`src/rtl/uart_tx_arbiter.sv`:
```
// Round-robin arbiter sharing one UART transmitter among NUM_REQ byte sources, with burst lock.
// Latency: grant one cycle after req_valid; tx_* are combinational from the grant; one IDLE bubble per release.
// Backpressure: tx_ready passes straight to the owner's req_ready; the grant is held while tx_valid & !tx_ready.
// Optional feature macro: UART_ARB_STATS_EN adds per-requester saturating byte counters on stat_bytes_o.
module uart_tx_arbiter #(
  parameter int NUM_REQ   = 2,
  parameter int MAX_BURST = 16
) (
  input  logic                   clk_i,
  input  logic                   rst_ni,
  input  logic [NUM_REQ-1:0]     req_valid_i,
  input  logic [8*NUM_REQ-1:0]   req_data_i,
  input  logic [NUM_REQ-1:0]     req_lock_i,
  output logic [NUM_REQ-1:0]     req_ready_o,
  output logic [7:0]             tx_data_o,
  output logic                   tx_valid_o,
  input  logic                   tx_ready_i,
  output logic [NUM_REQ-1:0]     grant_o,
  output logic                   busy_o,
  input  logic                   stat_clr_i,
  output logic [16*NUM_REQ-1:0]  stat_bytes_o
);

  localparam int              PTR_W      = (NUM_REQ > 1) ? $clog2(NUM_REQ) : 1;
  localparam logic [7:0]      BURST_LAST = 8'(MAX_BURST - 1);
  localparam logic [PTR_W-1:0] PTR_LAST  = PTR_W'(NUM_REQ - 1);

  typedef enum logic {
    ST_IDLE  = 1'b0,
    ST_OWNED = 1'b1
  } state_e;

  state_e           state_q, state_d;
  logic [PTR_W-1:0] owner_q, owner_d;
  logic [PTR_W-1:0] last_ptr_q, last_ptr_d;
  logic [7:0]       burst_cnt_q, burst_cnt_d;

  logic             win_hi_found;
  logic [PTR_W-1:0] win_hi_idx;
  logic [PTR_W-1:0] win_lo_idx;
  logic [PTR_W-1:0] win_idx;

  logic             owner_valid;
  logic             owner_lock;
  logic             xfer;

  // Round-robin search: lowest valid index above last_ptr, otherwise wrap to the lowest valid index.
  always_comb begin
    win_hi_found = 1'b0;
    win_hi_idx   = '0;
    win_lo_idx   = '0;
    for (int k = NUM_REQ - 1; k >= 0; k--) begin
      if (req_valid_i[k]) begin
        win_lo_idx = PTR_W'(k);
        if (PTR_W'(k) > last_ptr_q) begin
          win_hi_found = 1'b1;
          win_hi_idx   = PTR_W'(k);
        end
      end
    end
    win_idx = win_hi_found ? win_hi_idx : win_lo_idx;
  end

  // Owner datapath: route the owner's byte to the UART and the UART's ready back to the owner only.
  always_comb begin
    grant_o     = '0;
    req_ready_o = '0;
    tx_data_o   = '0;
    tx_valid_o  = 1'b0;
    busy_o      = 1'b0;
    owner_valid = 1'b0;
    owner_lock  = 1'b0;
    if (state_q == ST_OWNED) begin
      busy_o = 1'b1;
      for (int k = 0; k < NUM_REQ; k++) begin
        if (owner_q == PTR_W'(k)) begin
          grant_o[k]     = 1'b1;
          req_ready_o[k] = tx_ready_i;
          tx_data_o      = req_data_i[8*k +: 8];
          owner_valid    = req_valid_i[k];
          owner_lock     = req_lock_i[k];
        end
      end
      tx_valid_o = owner_valid;
    end
  end

  assign xfer = tx_valid_o & tx_ready_i;

  // Next-state: grant on any request, hold through locked bursts up to MAX_BURST bytes, release otherwise.
  always_comb begin
    state_d     = state_q;
    owner_d     = owner_q;
    last_ptr_d  = last_ptr_q;
    burst_cnt_d = burst_cnt_q;
    case (state_q)
      ST_IDLE: begin
        if (|req_valid_i) begin
          state_d     = ST_OWNED;
          owner_d     = win_idx;
          burst_cnt_d = '0;
        end
      end
      ST_OWNED: begin
        if (xfer) begin
          if (owner_lock && (burst_cnt_q < BURST_LAST)) begin
            burst_cnt_d = burst_cnt_q + 8'd1;
          end else begin
            state_d     = ST_IDLE;
            last_ptr_d  = owner_q;
            burst_cnt_d = '0;
          end
        end else if (!owner_valid && !owner_lock) begin
          // Owner dropped its request without asking to keep the line: give it up.
          state_d     = ST_IDLE;
          last_ptr_d  = owner_q;
          burst_cnt_d = '0;
        end
        // Invalid but locked owner keeps the grant indefinitely.
      end
      default: begin
        state_d = ST_IDLE;
      end
    endcase
  end

  // State registers; reset puts last_ptr on the highest index so requester 0 wins first.
  always_ff @(posedge clk_i or negedge rst_ni) begin
    if (!rst_ni) begin
      state_q     <= ST_IDLE;
      owner_q     <= '0;
      last_ptr_q  <= PTR_LAST;
      burst_cnt_q <= '0;
    end else begin
      state_q     <= state_d;
      owner_q     <= owner_d;
      last_ptr_q  <= last_ptr_d;
      burst_cnt_q <= burst_cnt_d;
    end
  end

`ifdef UART_ARB_STATS_EN
  logic [15:0] stat_q [NUM_REQ];
  logic [15:0] stat_d [NUM_REQ];

  // Counter update: clear beats a simultaneous transfer; counts stick at all-ones.
  always_comb begin
    for (int i = 0; i < NUM_REQ; i++) begin
      stat_d[i] = stat_q[i];
      if (stat_clr_i) begin
        stat_d[i] = '0;
      end else if (xfer && (owner_q == PTR_W'(i)) && (stat_q[i] != 16'hFFFF)) begin
        stat_d[i] = stat_q[i] + 16'd1;
      end
    end
  end

  // Counter registers.
  always_ff @(posedge clk_i or negedge rst_ni) begin
    if (!rst_ni) begin
      for (int i = 0; i < NUM_REQ; i++) begin
        stat_q[i] <= '0;
      end
    end else begin
      for (int i = 0; i < NUM_REQ; i++) begin
        stat_q[i] <= stat_d[i];
      end
    end
  end

  // Flatten counters onto the output bus, requester i at bits [16i+15:16i].
  always_comb begin
    stat_bytes_o = '0;
    for (int i = 0; i < NUM_REQ; i++) begin
      stat_bytes_o[16*i +: 16] = stat_q[i];
    end
  end
`else
  logic unused_stat_clr;

  assign unused_stat_clr = stat_clr_i;
  assign stat_bytes_o    = '0;
`endif

endmodule

```
`config.mk`:
```
export PLATFORM = sky130hd
export DESIGN_NAME = uart_tx_arbiter
export DESIGN_NICKNAME = d
export VERILOG_FILES = /design/src/rtl/uart_tx_arbiter.sv
export SDC_FILE = /design/constraint.sdc
export NUM_CORES = 1
export LEC_CHECK = 0
export BUFFER_PORTS_ARGS = -buffer_cell sky130_fd_sc_hd__clkbuf_2
export CAP_MARGIN = 20
export CORE_MARGIN = 3
export CORE_UTILIZATION = 44
export CTS_CLUSTER_SIZE = 8
export DETAILED_ROUTE_END_ITERATION = 6
export PLACE_DENSITY_LB_ADDON = 0.08
export SYNTH_ARGS = -nofsm -noshare
export SYNTH_HDL_FRONTEND = slang
export SYNTH_SLANG_ARGS = --single-unit
```
`constraint.sdc`:
```
create_clock -name clk_i -period 4.75 [get_ports clk_i]
set_clock_uncertainty 0.2 [all_clocks]
set_input_delay 0.95 -clock clk_i [delete_from_list [all_inputs] [get_ports clk_i]]
set_output_delay 0.95 -clock clk_i [all_outputs]
set_load 0.05 [all_outputs]
```
=== Word-level counts from Yosys, hierarchy flattened ===
Index checks and enable logic that the tools add are counted.

* Flip-flop bits (word level): 11
* Latch bits: 0
* Bits in writable memories: 0
* Memory bits (read-only): 0
* Input port bits: 24
* Output and inout port bits: 46
* Word-level logic and storage cells: 57
* Memories: 0

* $add $sub $neg: 1
* $mul: 0
* Divide/modulo/power cells: 0
* $lt $le $gt $ge: 3
* Eq/ne operators: 3
* Shift-type cells: 0
* Muxes and demuxes: 35
* Bitwise operators: 2
* Reductions and logical operators: 9

{| class="wikitable"
|+ Operators with widths
! cell !! count
|-
| two-way mux 8 bit || 6
|-
| two-way mux 1 bit || 25
|-
| case mux 8 bit (2 select lines) || 1
|-
| adder 8 x 1 -> 8 bit (second input constant) || 1
|-
| less-than comparator 8 x 4 -> 1 bit (second input constant) || 1
|-
| two-way mux 2 bit || 2
|-
| inequality test 2 bit (second input constant) || 2
|-
| AND reduction 2 bit || 2
|-
| inequality test 3 x 1 -> 1 bit (second input constant) || 1
|-
| AND reduction 3 bit || 1
|-
| greater-than comparator 1 bit (first input constant) || 2
|-
| logical AND 1 bit || 2
|-
| zero test 1 bit || 2
|-
| case mux 1 bit (2 select lines) || 1
|-
| nonzero test 2 bit || 1
|-
| OR reduction 2 bit || 1
|-
| AND 1 bit || 1
|-
| inverter 1 bit || 1
|}

=== Longest topological paths before layout ===
Gate-level depths: netlist of the first run.

* Depth after elaboration: 7
* Depth in mapped cells: 5
* Mapped depth without buffers: 5

=== Worst setup path after synthesis of the first run ===
OpenSTA, ideal clock, no wires.

* Path kind: reg2out
* Start point: reg state_q
* End point: out req_ready_o[0]
* Arrival time: 2175 ps
* Data required time: 3600 ps
* Slack: 1425 ps
* Stages on the path, launching flop included: 4
* Buffers on the path: 0
* Cells stage by stage: dfrtp_1 > inv_1 > nor2_1 > and2_1

* Word-level cells in the longest chain between the ends: 1

{| class="wikitable"
|+ RTL lines
! element !! line !! RTL
|-
| start: declaration || 33 || <nowiki>state_e state_q, state_d;</nowiki>
|-
| start signal: assignment || 135 || <nowiki>state_q <= state_d;</nowiki>
|-
| two-way mux 2 bit || 73 || <nowiki>if (state_q == ST_OWNED) begin</nowiki>
|-
| end: declaration || 14 || <nowiki>output logic [NUM_REQ-1:0] req_ready_o,</nowiki>
|}

No other way between the ends.

=== Final worst setup path of the first run ===
* Start point: reg owner_q
* End point: out req_ready_o[0]

* Word-level cells in the longest chain between the ends: 2

{| class="wikitable"
|+ RTL lines
! element !! line !! RTL
|-
| start: declaration || 34 || <nowiki>logic [PTR_W-1:0] owner_q, owner_d;</nowiki>
|-
| start signal: assignment || 136 || <nowiki>owner_q <= owner_d;</nowiki>
|-
| two-way mux 1 bit || 76 || <nowiki>if (owner_q == PTR_W'(k)) begin</nowiki>
|-
| two-way mux 2 bit || 73 ||
|}

No other way between the ends.

==> results.cfg, run 1 <==
[clocking]
root_buffer = clkbuf_4
ctsHoldBuffers = 0
cts.sinks = 11
postCtsSetupBuffers = 0
clock_latency_ps = 260
cts_buffer_depth = 2
cts.clk_slew.worst_paths_ps = 70
ctsResizeCount = 0
h-tree-depth = 1
cts_buffers = 3
cts_tree = yes

[placement]
port-buffer-count = 36
dp_cells = 170
place.gp.congestion = 0.810
dpl.hpwl_mm = 1.47
placed_cell_area_um2 = 1060
place_ws_ps = 1980

[cells_and_area]
diodes = 0
syn2layout_area_growth_pct = 9.70
fin_area_um2 = 1090
fill_cells = 213
drive_above_1_share_pct = 30.6
multi_input_area_um2 = 551
nets = 173
regArea_um2 = 277
final_util_pct = 53.4
fin_cells = 174

[synthesis]
yosysSeqAreaShare_pct = 27.8
synth-main-ff-cell = dfrtp_1
yosysWarnings = 0
synth_edf_count = 0
synth.distinct_cells = 31
ys_async_sr_fraction_pct = 100
yosysMostFrequentCell = buf_4
netlist.area_leader.share_pct = 25.2
syn_area_per_cell_um2 = 8.95
synth_area_leaders = dfrtp_1 (25%), buf_4 (24%), mux2i_1 (11%)
ys_ff_latch = 11
synthCells = 111
syn_area_um2 = 993
synth_common_cells = buf_4 (32), mux2i_1 (11), nor2_1 (11), dfrtp_1 (10), inv_1 (6)
synth_area_leader_cell = dfrtp_1

[grt]
antenna_found_initial = 0
grt_max_degree = 18
grt_pass1_vias = 608
grt.overflow.total = 0
grt_pass1_wl_mm = 2.57
groute.usage.overall_pct = 12.0

[timing]
worst_slack_ps = 1900
worst_hold_slack_ps = 304
slew_violations = 0
hold_viol_final = 0
finalCritPeriodShare_pct = 60.0
fmax_mhz = 351
period_needed_ps = 2850
setup_viol_count_final = 0
max_slew_margin_pct = 54.5
rsz0062_at_grt = false
tightest_slew_ps = 683
final.setup.tns_ps = 0

[power]
ir_worst_vdd_v = 0.000293
leakage_nw = 0.609
power_density_nw_per_um2 = 606
p_total_mw = 0.661

[worst_setup_path]
critPathCaptureType = primary output
crit_arrival_ps = 1700
path_max_fanout = 17
rrSetupSlack_ps = 2710
cp-start-kind = register
crit_required_ps = 3600
critPathKind = reg2out

[die]
ios = 70
die_x_um = 53.5
die_area_um2 = 2860
fp.dieH_um = 53.5
rows = 16
coreArea_um2 = 2040
initial_core_util_pct = 48.7

[drt]
wl_met1_um = 732
dr_wl_met2_um = 838
vias = 751
top_layer = met3
via_per_inst = 4.32
wl_met3_um = 192
drtIter0Drc = 7
avgRoutedWirePerCell_um = 10.1
dr.pass1.iters = 2
wirelength_mm = 1.76
drc = 0
ant_nets = 0

[worst_hold_path]
hp-class = reg2reg

[run]
maxCapViolCount = 0

[run_status]
status = finished, final reports clean
[critical path, cell delays in order (launching register included)]
cell	delay, ps
dfrtp_1	780
nor2_1	220
and2_1	210
clkbuf_2	230
[layer usage]
metal | track usage, % | vias to the layer above
met2 | 18.8 | 41
li1 | - | 373
met5 | 0 | -
met1 | 16.1 | 337
met3 | 2.82 | 0
met4 | 3.83 | 0
[area by class of cell]
cell class / instances / area share (%)
clock buffers: 4 / 2.41
inverters: 6 / 2.07
multi-input cells: 90 / 50.5
flip-flops and latches: 11 / 25.4
well taps: 27 / 3.10
repair buffers: 36 / 16.5
[where the power goes]
group          switching, mW  internal [mW]  leakage (nW)
Clock                 0.0286         0.0324        0.0150
Combinational          0.334          0.115         0.450
Sequential            0.0383          0.112         0.144
Total                  0.401          0.260         0.609
[cell usage in the layout (no fill, tap or decap)]
cell	Yosys	final
a211oi_1	1	1
a211oi_4	1	1
a21boi_1	1	1
a21o_1	2	2
a32o_1	1	1
and2_1	3	3
and3_1	2	2
and3b_1	1	1
clkbuf_1	1	1
clkbuf_2	0	36
clkbuf_4	0	3
conb_1	1	32
dfrtp_1	10	10
dfstp_2	1	1
ha_1	1	1
inv_1	6	6
mux2_4	1	1
mux2i_1	11	11
mux2i_2	1	1
nand2_1	4	4
nand2b_1	4	4
nand3_1	2	2
nor2_1	11	11
nor2b_1	4	4
nor3_1	1	1
nor4_4	1	1
o2111ai_1	1	1
o21ai_1	2	2
o221a_2	1	1
o22ai_1	1	1
[sequential cells by signal, indices dropped and copies added (netlist names)]
name / cells
burst_cnt_q: 8
last_ptr_q: 1
owner_q: 1
state_q: 1
[kinds of logic (layout without fill, tap and decap cells)]
| kind of cell | Yosys count | count (layout) | synth area share [%] |
|---|---|---|---|
| adder cells (fa/ha/maj) | 1 | 1 | 1.26 |
| other | 1 | 32 | 0.377 |
| AND/OR/NAND/NOR | 33 | 33 | 18.4 |
| flip-flops | 11 | 11 | 27.8 |
| buffers and inverters | 41 | 46 | 28.5 |
| multiplexers | 13 | 13 | 14.0 |
| AO/OA/AOI/OAI | 11 | 11 | 9.70 |
[final timing paths]
check	from	to	cells past startpoint
max in group asynchronous	rst_ni	last_ptr_q$_DFFE_PN1P_	1
setup / recovery	owner_q$_DFFE_PN0P_	req_ready_o[0]	3
min in group asynchronous	rst_ni	burst_cnt_q[0]$_DFFE_PN0P_	1
setup reg to reg	owner_q$_DFFE_PN0P_	last_ptr_q$_DFFE_PN1P_	4
hold reg to reg	burst_cnt_q[0]$_DFFE_PN0P_	burst_cnt_q[0]$_DFFE_PN0P_	1
hold / removal	burst_cnt_q[0]$_DFFE_PN0P_	burst_cnt_q[0]$_DFFE_PN0P_	1
(Power assumes the default switching activity.)
==> run 2: changes to the inputs <==
Settings changed: CORE_UTILIZATION 44 to 41.
Clock period 4.75 ns to 2.8 ns, I/O delays scaled along.
==> run 2 against run 1 <==
Core utilization fell by 4.4 points. First-iteration DRC count rose by 14%. Combinational power rose by 71%. Cell area rose by 1.3%. Sequential power rose by 71%. Sequential share of layout area fell by 0.32 points. Power rose by 72%. Worst setup slack got worse by 1600 ps. Via count rose by 0.67%. Die area rose by 6.5%. Count of clock-buffer cells in the layout did not move. Critical path type unchanged. Largest power group unchanged.
==> results.cfg, run 2 (same netlist as run 1, synthesis figures left out) <==
[run_status]
status = finished, final reports clean

[grt]
grt_pass1_wl_mm = 3.09
grt_pass1_vias = 676
grt_max_degree = 18
grt.overflow.total = 0
groute.usage.overall_pct = 12.2
antenna_found_initial = 0

[clocking]
postCtsSetupBuffers = 0
ctsResizeCount = 0
cts_buffers = 3
cts_buffer_depth = 2
cts.sinks = 11
root_buffer = clkbuf_4
h-tree-depth = 1
clock_latency_ps = 260
cts_tree = yes
cts.clk_slew.worst_paths_ps = 70

[power]
ir_worst_vdd_v = 0.000641
leakage_nw = 0.613
p_total_mw = 1.13
power_density_nw_per_um2 = 1030

[drt]
drtIter0Drc = 8
wirelength_mm = 1.86
drc = 0
via_per_inst = 4.30
vias = 756
ant_nets = 0
dr.pass1.iters = 4
avgRoutedWirePerCell_um = 10.5

[cells_and_area]
top_register = burst_cnt_q
regArea_um2 = 277
nets = 174
fin_cells = 176
layout_commonest_cell = clkbuf_2
multi_input_area_um2 = 553
fill_cells = 217
largest_register_ffs = 8
final_cell_mix = clkbuf_2 (36), conb_1 (32), mux2i_1 (11), nor2_1 (10), dfrtp_1 (10)
drive_above_1_share_pct = 31.1
diodes = 0
syn2layout_area_growth_pct = 11.1

[worst_setup_path]
path_max_fanout = 17
cp-start-kind = register
critPathCaptureType = primary output
critPathKind = reg2out
crit_arrival_ps = 1720
crit_required_ps = 2040

[placement]
port-buffer-count = 36
dpl.hpwl_mm = 1.57
dp_cells = 171
place.gp.congestion = 0.731
place_ws_ps = 616

[die]
fp.dieH_um = 55.2
die_x_um = 55.2
ios = 70
rows = 17
initial_core_util_pct = 44.1
die_area_um2 = 3050
coreArea_um2 = 2250

[timing]
fmax_mhz = 404
worst_hold_slack_ps = 318
tightest_slew_ps = 717
finalCritPeriodShare_pct = 88.4
final.setup.tns_ps = 0
period_needed_ps = 2480
hold_viol_final = 0
worst_slack_ps = 325
rsz0062_at_grt = false
slew_violations = 0
setup_viol_count_final = 0
max_slew_margin_pct = 52.2

[run]
maxCapViolCount = 0

[worst_hold_path]
hp-class = reg2reg
==> run 2: routing by layer <==
metal | global-route usage (%) | share of wire, % | up-vias
met5 | 0 | 0 | -
met4 | 4.17 | 0.70 | 0
met3 | 2.57 | 8.3 | 2
met2 | 21.1 | 50 | 34
met1 | 15.0 | 41 | 340
li1 | - | - | 380
==> run 2: area by class of cell <==
cell class                 count  share of cell area [%]
multi-input combinational     90                    50.1
sequential                    11                    25.1
timing repair buffer          37                    17.2
tap                           28                    3.17
clock buffer                   4                    2.38
inverter                       6                    2.04
==> run 2: path summary, 6_finish.rpt <==
kind | from | to | slack, ps | cells past startpoint
setup / recovery | owner_q$_DFFE_PN0P_ | tx_valid_o | 320 | 3
hold / removal | burst_cnt_q[0]$_DFFE_PN0P_ | burst_cnt_q[0]$_DFFE_PN0P_ | 320 | 1
setup reg to reg | owner_q$_DFFE_PN0P_ | last_ptr_q$_DFFE_PN1P_ | 730 | 4
hold reg to reg | burst_cnt_q[0]$_DFFE_PN0P_ | burst_cnt_q[0]$_DFFE_PN0P_ | 320 | 1
max in group asynchronous | rst_ni | last_ptr_q$_DFFE_PN1P_ | 1640 | 2
min in group asynchronous | rst_ni | burst_cnt_q[0]$_DFFE_PN0P_ | 500 | 2
==> run 2: critical path, cell delays in order (launching register included) <==
cell	delay (ps)
dfrtp_1	810
mux2i_2	330
nor2_1	60
clkbuf_2	250
==> run 2: power breakdown <==
group | switching, mW | internal (mW) | leakage [nW]
clock network | 0.0506 | 0.0551 | 0.0150
registers | 0.0678 | 0.190 | 0.144
logic | 0.571 | 0.199 | 0.454
total | 0.689 | 0.444 | 0.613
==> run 2: repair_timing <==
action	in CTS	in global routing
hold buffers	1	0
setup endpoints to repair	0	0
endpoints found under the hold margin	10	0
==> run 2: stage by stage <==
step,util [%],area [um^2]
5_1_grt,48.9,1100
4_1_cts,48.9,1100
6_report,48.9,1100
3_5_place_dp,47.3,1070
3_3_place_gp,47.3,1070
2_1_floorplan,-,1110
